File: config.mk
export PLATFORM = sky130hd
export DESIGN_NAME = ctrl_frame_tx
export DESIGN_NICKNAME = d
export VERILOG_FILES = /design/src/rtl/ctrl_frame_tx.sv
export SDC_FILE = /design/constraint.sdc
export NUM_CORES = 1
export LEC_CHECK = 0
export ABC_AREA = 1
export ABC_CLOCK_PERIOD_IN_PS = 5900
export BUFFER_PORTS_ARGS = -buffer_cell sky130_fd_sc_hd__buf_2
export CAP_MARGIN = 15
export CORE_ASPECT_RATIO = 1.75
export CORE_MARGIN = 1.5
export CORE_UTILIZATION = 63
export DETAILED_ROUTE_END_ITERATION = 10
export HOLD_SLACK_MARGIN = 0.06
export PLACE_DENSITY = 0.89
export SLEW_MARGIN = 20
export SYNTH_ARGS = -nofsm -noshare
export SYNTH_HDL_FRONTEND = slang
export SYNTH_SLANG_ARGS = --single-unit
File: constraint.sdc
create_clock -name clk -period 5.9 [get_ports clk]
set_input_delay 0.295 -clock clk [delete_from_list [all_inputs] [get_ports clk]]
set_output_delay 0.295 -clock clk [all_outputs]
set_load 0.02 [all_outputs]
File: src/rtl/ctrl_frame_tx.sv
// Framed UART transmitter for the analog-control link: SYNC, N_CH snapshot bytes, CSUM.
// 8N1, LSB first, idle high; every bit is held DIV = fCLK/BAUD clock cycles.
module ctrl_frame_tx #(
    parameter int          fCLK = 50_000_000,
    parameter int          BAUD = 115_200,
    parameter int          N_CH = 8,
    parameter logic [7:0]  SYNC = 8'hA5
) (
    input  logic                clk,
    input  logic                reset_n,
    input  logic [8*N_CH-1:0]   ch_data,
    input  logic                send,
    output logic                busy,
    output logic                frame_done,
    output logic                CTRL_TX
);

    localparam int DIV    = fCLK / BAUD;
    localparam int CNT_W  = (DIV > 1) ? $clog2(DIV) : 1;
    localparam int BYTE_W = $clog2(N_CH + 2);

    localparam logic [CNT_W-1:0]  CNT_MAX   = CNT_W'(DIV - 1);
    localparam logic [BYTE_W-1:0] BYTE_LAST = BYTE_W'(N_CH + 1);

    localparam logic [1:0] S_IDLE  = 2'd0;
    localparam logic [1:0] S_START = 2'd1;
    localparam logic [1:0] S_DATA  = 2'd2;
    localparam logic [1:0] S_STOP  = 2'd3;

    logic [1:0]          state_q, state_d;
    logic [CNT_W-1:0]    cnt_q, cnt_d;
    logic [3:0]          bit_q, bit_d;
    logic [BYTE_W-1:0]   byte_q, byte_d;
    logic [8*N_CH-1:0]   snap_q, snap_d;
    logic [7:0]          csum_q, csum_d;
    logic                tx_q, tx_d;
    logic                busy_q, busy_d;
    logic                done_q, done_d;

    logic                tick;
    logic                frame_end;
    logic                accept;
    logic [7:0]          cur_byte;

    assign tick      = (cnt_q == CNT_MAX);
    assign frame_end = (state_q == S_STOP) && tick && (byte_q == BYTE_LAST);
    // The transmitter is free again at the edge that ends the final stop bit,
    // so a request sampled there chains the next frame with no idle cycle.
    assign accept    = send && (!busy_q || frame_end);

    always_comb begin
        csum_d = 8'd0;
        for (int i = 0; i < N_CH; i++) begin
            csum_d = csum_d + snap_q[8*i +: 8];
        end
    end

    always_comb begin
        cur_byte = SYNC;
        if (byte_q == BYTE_LAST) begin
            cur_byte = csum_q;
        end else begin
            for (int i = 0; i < N_CH; i++) begin
                if (byte_q == BYTE_W'(i + 1)) begin
                    cur_byte = snap_q[8*i +: 8];
                end
            end
        end
    end

    always_comb begin
        state_d = state_q;
        cnt_d   = cnt_q;
        bit_d   = bit_q;
        byte_d  = byte_q;
        snap_d  = snap_q;
        tx_d    = tx_q;
        busy_d  = busy_q;
        done_d  = 1'b0;

        case (state_q)
            S_IDLE: begin
                cnt_d = '0;
            end
            S_START: begin
                if (tick) begin
                    cnt_d   = '0;
                    bit_d   = 4'd1;
                    state_d = S_DATA;
                    tx_d    = cur_byte[0];
                end else begin
                    cnt_d = cnt_q + 1'b1;
                end
            end
            S_DATA: begin
                // bit_q = k while data bit k-1 is on the line
                if (tick) begin
                    cnt_d = '0;
                    if (bit_q == 4'd8) begin
                        bit_d   = 4'd9;
                        state_d = S_STOP;
                        tx_d    = 1'b1;
                    end else begin
                        bit_d = bit_q + 4'd1;
                        tx_d  = cur_byte[bit_q[2:0]];
                    end
                end else begin
                    cnt_d = cnt_q + 1'b1;
                end
            end
            S_STOP: begin
                if (tick) begin
                    cnt_d = '0;
                    bit_d = 4'd0;
                    if (byte_q == BYTE_LAST) begin
                        byte_d  = '0;
                        state_d = S_IDLE;
                        busy_d  = 1'b0;
                        done_d  = 1'b1;
                    end else begin
                        byte_d  = byte_q + 1'b1;
                        state_d = S_START;
                        tx_d    = 1'b0;
                    end
                end else begin
                    cnt_d = cnt_q + 1'b1;
                end
            end
            default: begin
                state_d = S_IDLE;
                tx_d    = 1'b1;
                busy_d  = 1'b0;
            end
        endcase

        if (accept) begin
            snap_d  = ch_data;
            state_d = S_START;
            cnt_d   = '0;
            bit_d   = 4'd0;
            byte_d  = '0;
            tx_d    = 1'b0;
            busy_d  = 1'b1;
        end
    end

    always_ff @(posedge clk) begin
        if (!reset_n) begin
            state_q <= S_IDLE;
            cnt_q   <= '0;
            bit_q   <= 4'd0;
            byte_q  <= '0;
            snap_q  <= '0;
            csum_q  <= 8'd0;
            tx_q    <= 1'b1;
            busy_q  <= 1'b0;
            done_q  <= 1'b0;
        end else begin
            state_q <= state_d;
            cnt_q   <= cnt_d;
            bit_q   <= bit_d;
            byte_q  <= byte_d;
            snap_q  <= snap_d;
            csum_q  <= csum_d;
            tx_q    <= tx_d;
            busy_q  <= busy_d;
            done_q  <= done_d;
        end
    end

    assign busy       = busy_q;
    assign frame_done = done_q;
    assign CTRL_TX    = tx_q;

endmodule
Yosys cells after proc, flatten, opt, wreduce, memory -nomap -nowiden

Cells that the tools add are included.

Mux-type cells: 38
Bitwise logic cells: 1
Add/sub/neg operators: 10
Equality and inequality tests: 23
Magnitude comparators: 1
Reduce and logical (&&, ||, !) cells: 20

Operators by type and width:

| operator              | number |
|---|---|
| $mux W8               | 9 |
| $add A8 B8 Y8         | 7 |
| $mux W4               | 5 |
| $pmux W9 S2           | 1 |
| $eq A4 B3 Y1 const B  | 4 |
| $ne A3 B3 Y1 const B  | 5 |
| $reduce_and A5 Y1     | 3 |
| $mux W1               | 14 |
| $eq A4 B4 Y1 const B  | 3 |
| $pmux W4 S3           | 1 |
| $add A9 B1 Y9 const B | 1 |
| $eq A9 B9 Y1 const B  | 1 |
| $mux W9               | 1 |
| $add A4 B1 Y4 const B | 2 |
| $eq A4 B2 Y1 const B  | 2 |
| $mux W2               | 4 |
| $ne A2 B2 Y1 const B  | 4 |
| $pmux W2 S3           | 1 |
| $reduce_and A3 Y1     | 2 |
| $reduce_bool A2 Y1    | 3 |
| $eq A2 B2 Y1 const B  | 2 |
| $eq A4 B1 Y1 const B  | 1 |
| $lt A3 B4 Y1 const B  | 1 |
| $reduce_and A4 Y1     | 1 |
| 13 further kinds      | 15 |

Logic and storage cells: 103
Input port bits: 67
Register bits: 94
Output and inout bits: 3

Logic depth before layout (Yosys ltp)

Depth after elaboration: 16
Mapped depth: 19
Depth with buffers taken out: 19

Worst setup path before layout

OpenSTA, ideal clock, no wires.

Kind: register to register
Start point: reg snap_q[3]
End point: reg csum_q[7]
Stages on the path, launching flop included: 20
Arrival: 3,648 ps
Data required time: 5,780 ps
Setup slack: 2,132 ps
Clock period less this slack: 3,768 ps
Path through: dfxtp_1 > inv_1 > fa_1 > inv_1 > fa_1 > fa_1 > inv_1 > fa_1 > inv_1 > ha_1 > a21oi_1 > nor2_1 > nor2_1 > nor2_1 > nor2_1 > nor2_1 > nor2_1 > inv_1 > o21ai_0 > a21oi_1

Cells in the longest elaborated chain, start to end: 7

RTL lines:

| item                        | line | text |
|---|---|---|
| start: declaration          | 34   | `logic [8*N_CH-1:0] snap_q, snap_d;` |
| start signal: assignment    | 163  | `snap_q <= snap_d;` |
| $add A8 B8 Y8 (7 in series) | 54   | `csum_d = csum_d + snap_q[8*i +: 8];` |
| end signal: assignment      | 164  | `csum_q <= csum_d;` |
| end: declaration            | 35   | `logic [7:0] csum_q, csum_d;` |

No other way between the ends.
A chain may end at the register's enable or synchronous reset.

Final worst setup path

Ends and elaborated chain as after synthesis.

==> impl_metrics.env <==
export IMPL_slowest_delay_ps=590
export IMPL_postCtsSetupBuffers=0
export IMPL_clock_skew_ps=6.42
export IMPL_synth_avg_cell_area_um2=7.86
export IMPL_first_iter_violations=243
export IMPL_die_area_mm2=0.00934
export IMPL_cpMostUsedCell="nor2_1"
export IMPL_setup_slack_ps=1830
export IMPL_cts_htree_levels=3
export IMPL_dieHeight_um=127
export IMPL_netlist_instances=701
export IMPL_critPathRequiredTime_ps=6130
export IMPL_dp_slack_ps=1930
export IMPL_ir_drop_mv=0.252
export IMPL_multiInputGateArea_mm2=0.00302
export IMPL_path_class="reg2reg"
export IMPL_cts_buffers=9
export IMPL_grt_use_met1=0.314
export IMPL_slew_limit_headroom=0.358
export IMPL_critical_path_top_delay_family="adder cells"
export IMPL_cts_tree="yes"
export IMPL_endpoint_kind="flop"
export IMPL_setup_viol=0
export IMPL_arrival_ps=4300
export IMPL_setup_tns_ps=0
export IMPL_syn_to_final_growth_pct=11.8
export IMPL_cts_repair_resized=0
export IMPL_synth_ff_type="dfxtp_1"
export IMPL_ant_nets=0
export IMPL_coreArea_mm2=0.00856
export IMPL_dr_total_vias=4881
export IMPL_grt_max_degree=110
export IMPL_status="complete, no violations"
export IMPL_worstPathCellList="inv_1, fa_1, inv_1, fa_1, fa_1, inv_1, fa_1, inv_1, ha_1, a21oi_1, nor2_1, nor2_1, nor2_1, nor2_1, nor2_1, nor2_1, inv_1, o21ai_0, a21oi_1"
export IMPL_drtPass1Iterations=6
export IMPL_grt_pass1_wl_um=23400
export IMPL_io_buffers=69
export IMPL_critPathLaunchType="flop"
export IMPL_drc=0
export IMPL_avgRoutedWirePerCell_um=16.3
export IMPL_final_cell_mix="inv_1, dfxtp_1, nor2_1"
export IMPL_cts_sink_count=94
export IMPL_start_util=0.644
export IMPL_grt_busiest_layer="met2"
export IMPL_slowest_stage="fa_1"
export IMPL_yosys_warnings=0
export IMPL_netlist_area_mm2=0.00551
export IMPL_period_minus_slack_ps=4070
export IMPL_place_congestion=0.931
export IMPL_grt_pass1_vias=5171
export IMPL_overflow=0
export IMPL_regArea_mm2=0.00188
export IMPL_timing_fmax_mhz=246
export IMPL_fp_row_count=45
export IMPL_layout_drive_gt1_share=0.139
export IMPL_hp_class="in2reg"
export IMPL_synth_edf_count=0
export IMPL_use_met2=0.585
export IMPL_ys_ff_latch=94
export IMPL_n_antenna_cell=0
export IMPL_p_leak_uw=0.00280
export IMPL_vias_per_cell=5.55
export IMPL_drt_total_wl_um=14400
export IMPL_yosysSeqAreaShare=0.342
export IMPL_final_common_cell="inv_1"
export IMPL_layout_nets=881
export IMPL_hold_violations=0
export IMPL_period_share=0.690
export IMPL_cts_path_max_buffers=2
export IMPL_cap_violations=0
export IMPL_worst_pin_slew_ps=962
export IMPL_rsz0062_at_grt="false"
export IMPL_grt_usage=0.335
export IMPL_crit_buf_inv=5
export IMPL_grtUsageMet3=0.0683
export IMPL_hpwl_um=10800
export IMPL_syn_num_nets=824
export IMPL_grt_antenna_before_repair=0
export IMPL_synth_cell_types=43
export IMPL_power_density_mw_per_mm2=333
export IMPL_ctsHoldBuffers=0
export IMPL_clk_latency_ps=350
export IMPL_cp_max_fo=2
export IMPL_io_pins=70
export IMPL_cts_clk_slew_worst_paths_ps=70
export IMPL_async_flop_share=0
export IMPL_cts_root_buf="clkbuf_16"
export IMPL_nFillCells=701
export IMPL_die_w_um=73.7
export IMPL_finalMaxSlewViolations=0
[metal layers]
layer	share of wire	up-vias
met3	0.040	87
met5	0	-
met4	0.095	0
li1	-	2342
met1	0.34	2274
met2	0.52	178
[layout make-up]
| class | instances | share of cell area |
|---|---|---|
| multi-input cells | 456 | 0.490 |
| flip-flops and latches | 94 | 0.305 |
| inverters | 128 | 0.0796 |
| repair buffers | 69 | 0.0561 |
| clock buffers | 11 | 0.0394 |
| well taps | 117 | 0.0238 |
| clock inverters | 5 | 0.00548 |
[Yosys cell counts (2+ instances only)]
cell,n,share of area
a211oi_1,3,0.0041
a21oi_1,56,0.051
buf_2,2,0.0018
buf_4,2,0.0027
buf_6,3,0.0061
clkbuf_1,16,0.011
clkinv_1,2,0.0014
dfxtp_1,94,0.34
fa_1,39,0.14
ha_1,17,0.039
inv_1,120,0.082
inv_2,3,0.0020
inv_4,2,0.0023
nand2_1,63,0.043
nand2_2,2,0.0023
nand2_4,2,0.0041
nand3_1,37,0.034
nand3_2,2,0.0036
nand3b_1,4,0.0055
nand4_1,13,0.015
nor2_1,91,0.062
nor2_4,2,0.0041
nor3_1,7,0.0064
o21ai_0,81,0.074
o21bai_1,2,0.0027
o22ai_1,2,0.0023
xnor2_1,5,0.0079
xor2_1,14,0.022
[sequential cells by signal (all words and copies together), names as in the netlist]
name and count:
snap_q 64, cnt_q 9, csum_q 8, bit_q 4, byte_q 4, state_q 2, CTRL_TX 1, busy 1
frame_done 1
[through the flow]
stage	std cells	utilization	hold WS, ps	area, um2	total power, uW
2_1_floorplan	701	-	433	5510	1310
3_3_place_gp	864	0.687	444	5880	1440
3_5_place_dp	864	0.687	457	5880	1490
4_1_cts	880	0.720	193	6160	2050
5_1_grt	880	0.720	210	6160	2210
6_report	880	0.720	196	6160	2050
[path summary, 6_finish.rpt]
check,startpoint,to,slack (ps),depth (start not counted)
setup / recovery,snap_q[3],csum_q[7],1830,19
hold / removal,ch_data[22],snap_q[22],200,3
setup reg to reg,snap_q[3],csum_q[7],1830,19
hold reg to reg,cnt_q[0],cnt_q[0],470,1
[worst register-to-register path, cell delays in order, from the launching register on]
cell and delay [ps]:
dfxtp_1 330, inv_1 70, fa_1 530, inv_1 60, fa_1 500, fa_1 550, inv_1 60, fa_1 590
inv_1 70, ha_1 300, a21oi_1 150, nor2_1 70, nor2_1 90, nor2_1 60, nor2_1 90, nor2_1 50
nor2_1 90, inv_1 60, o21ai_0 180, a21oi_1 70
[kinds of logic after synthesis]
logic type               share of synthesized area
AND/OR/NAND/NOR                              0.189
AO/OA/AOI/OAI                                0.148
buffers and inverters                        0.111
flip-flops                                   0.342
adder cells (fa/ha/maj)                      0.180
XOR/XNOR                                    0.0302
[where the power goes]
part	total (uW)	switching [uW]	internal, uW
sequential	744	39.1	705
combinational	767	468	299
clock	541	243	297
(Power assumes the default switching activity.)
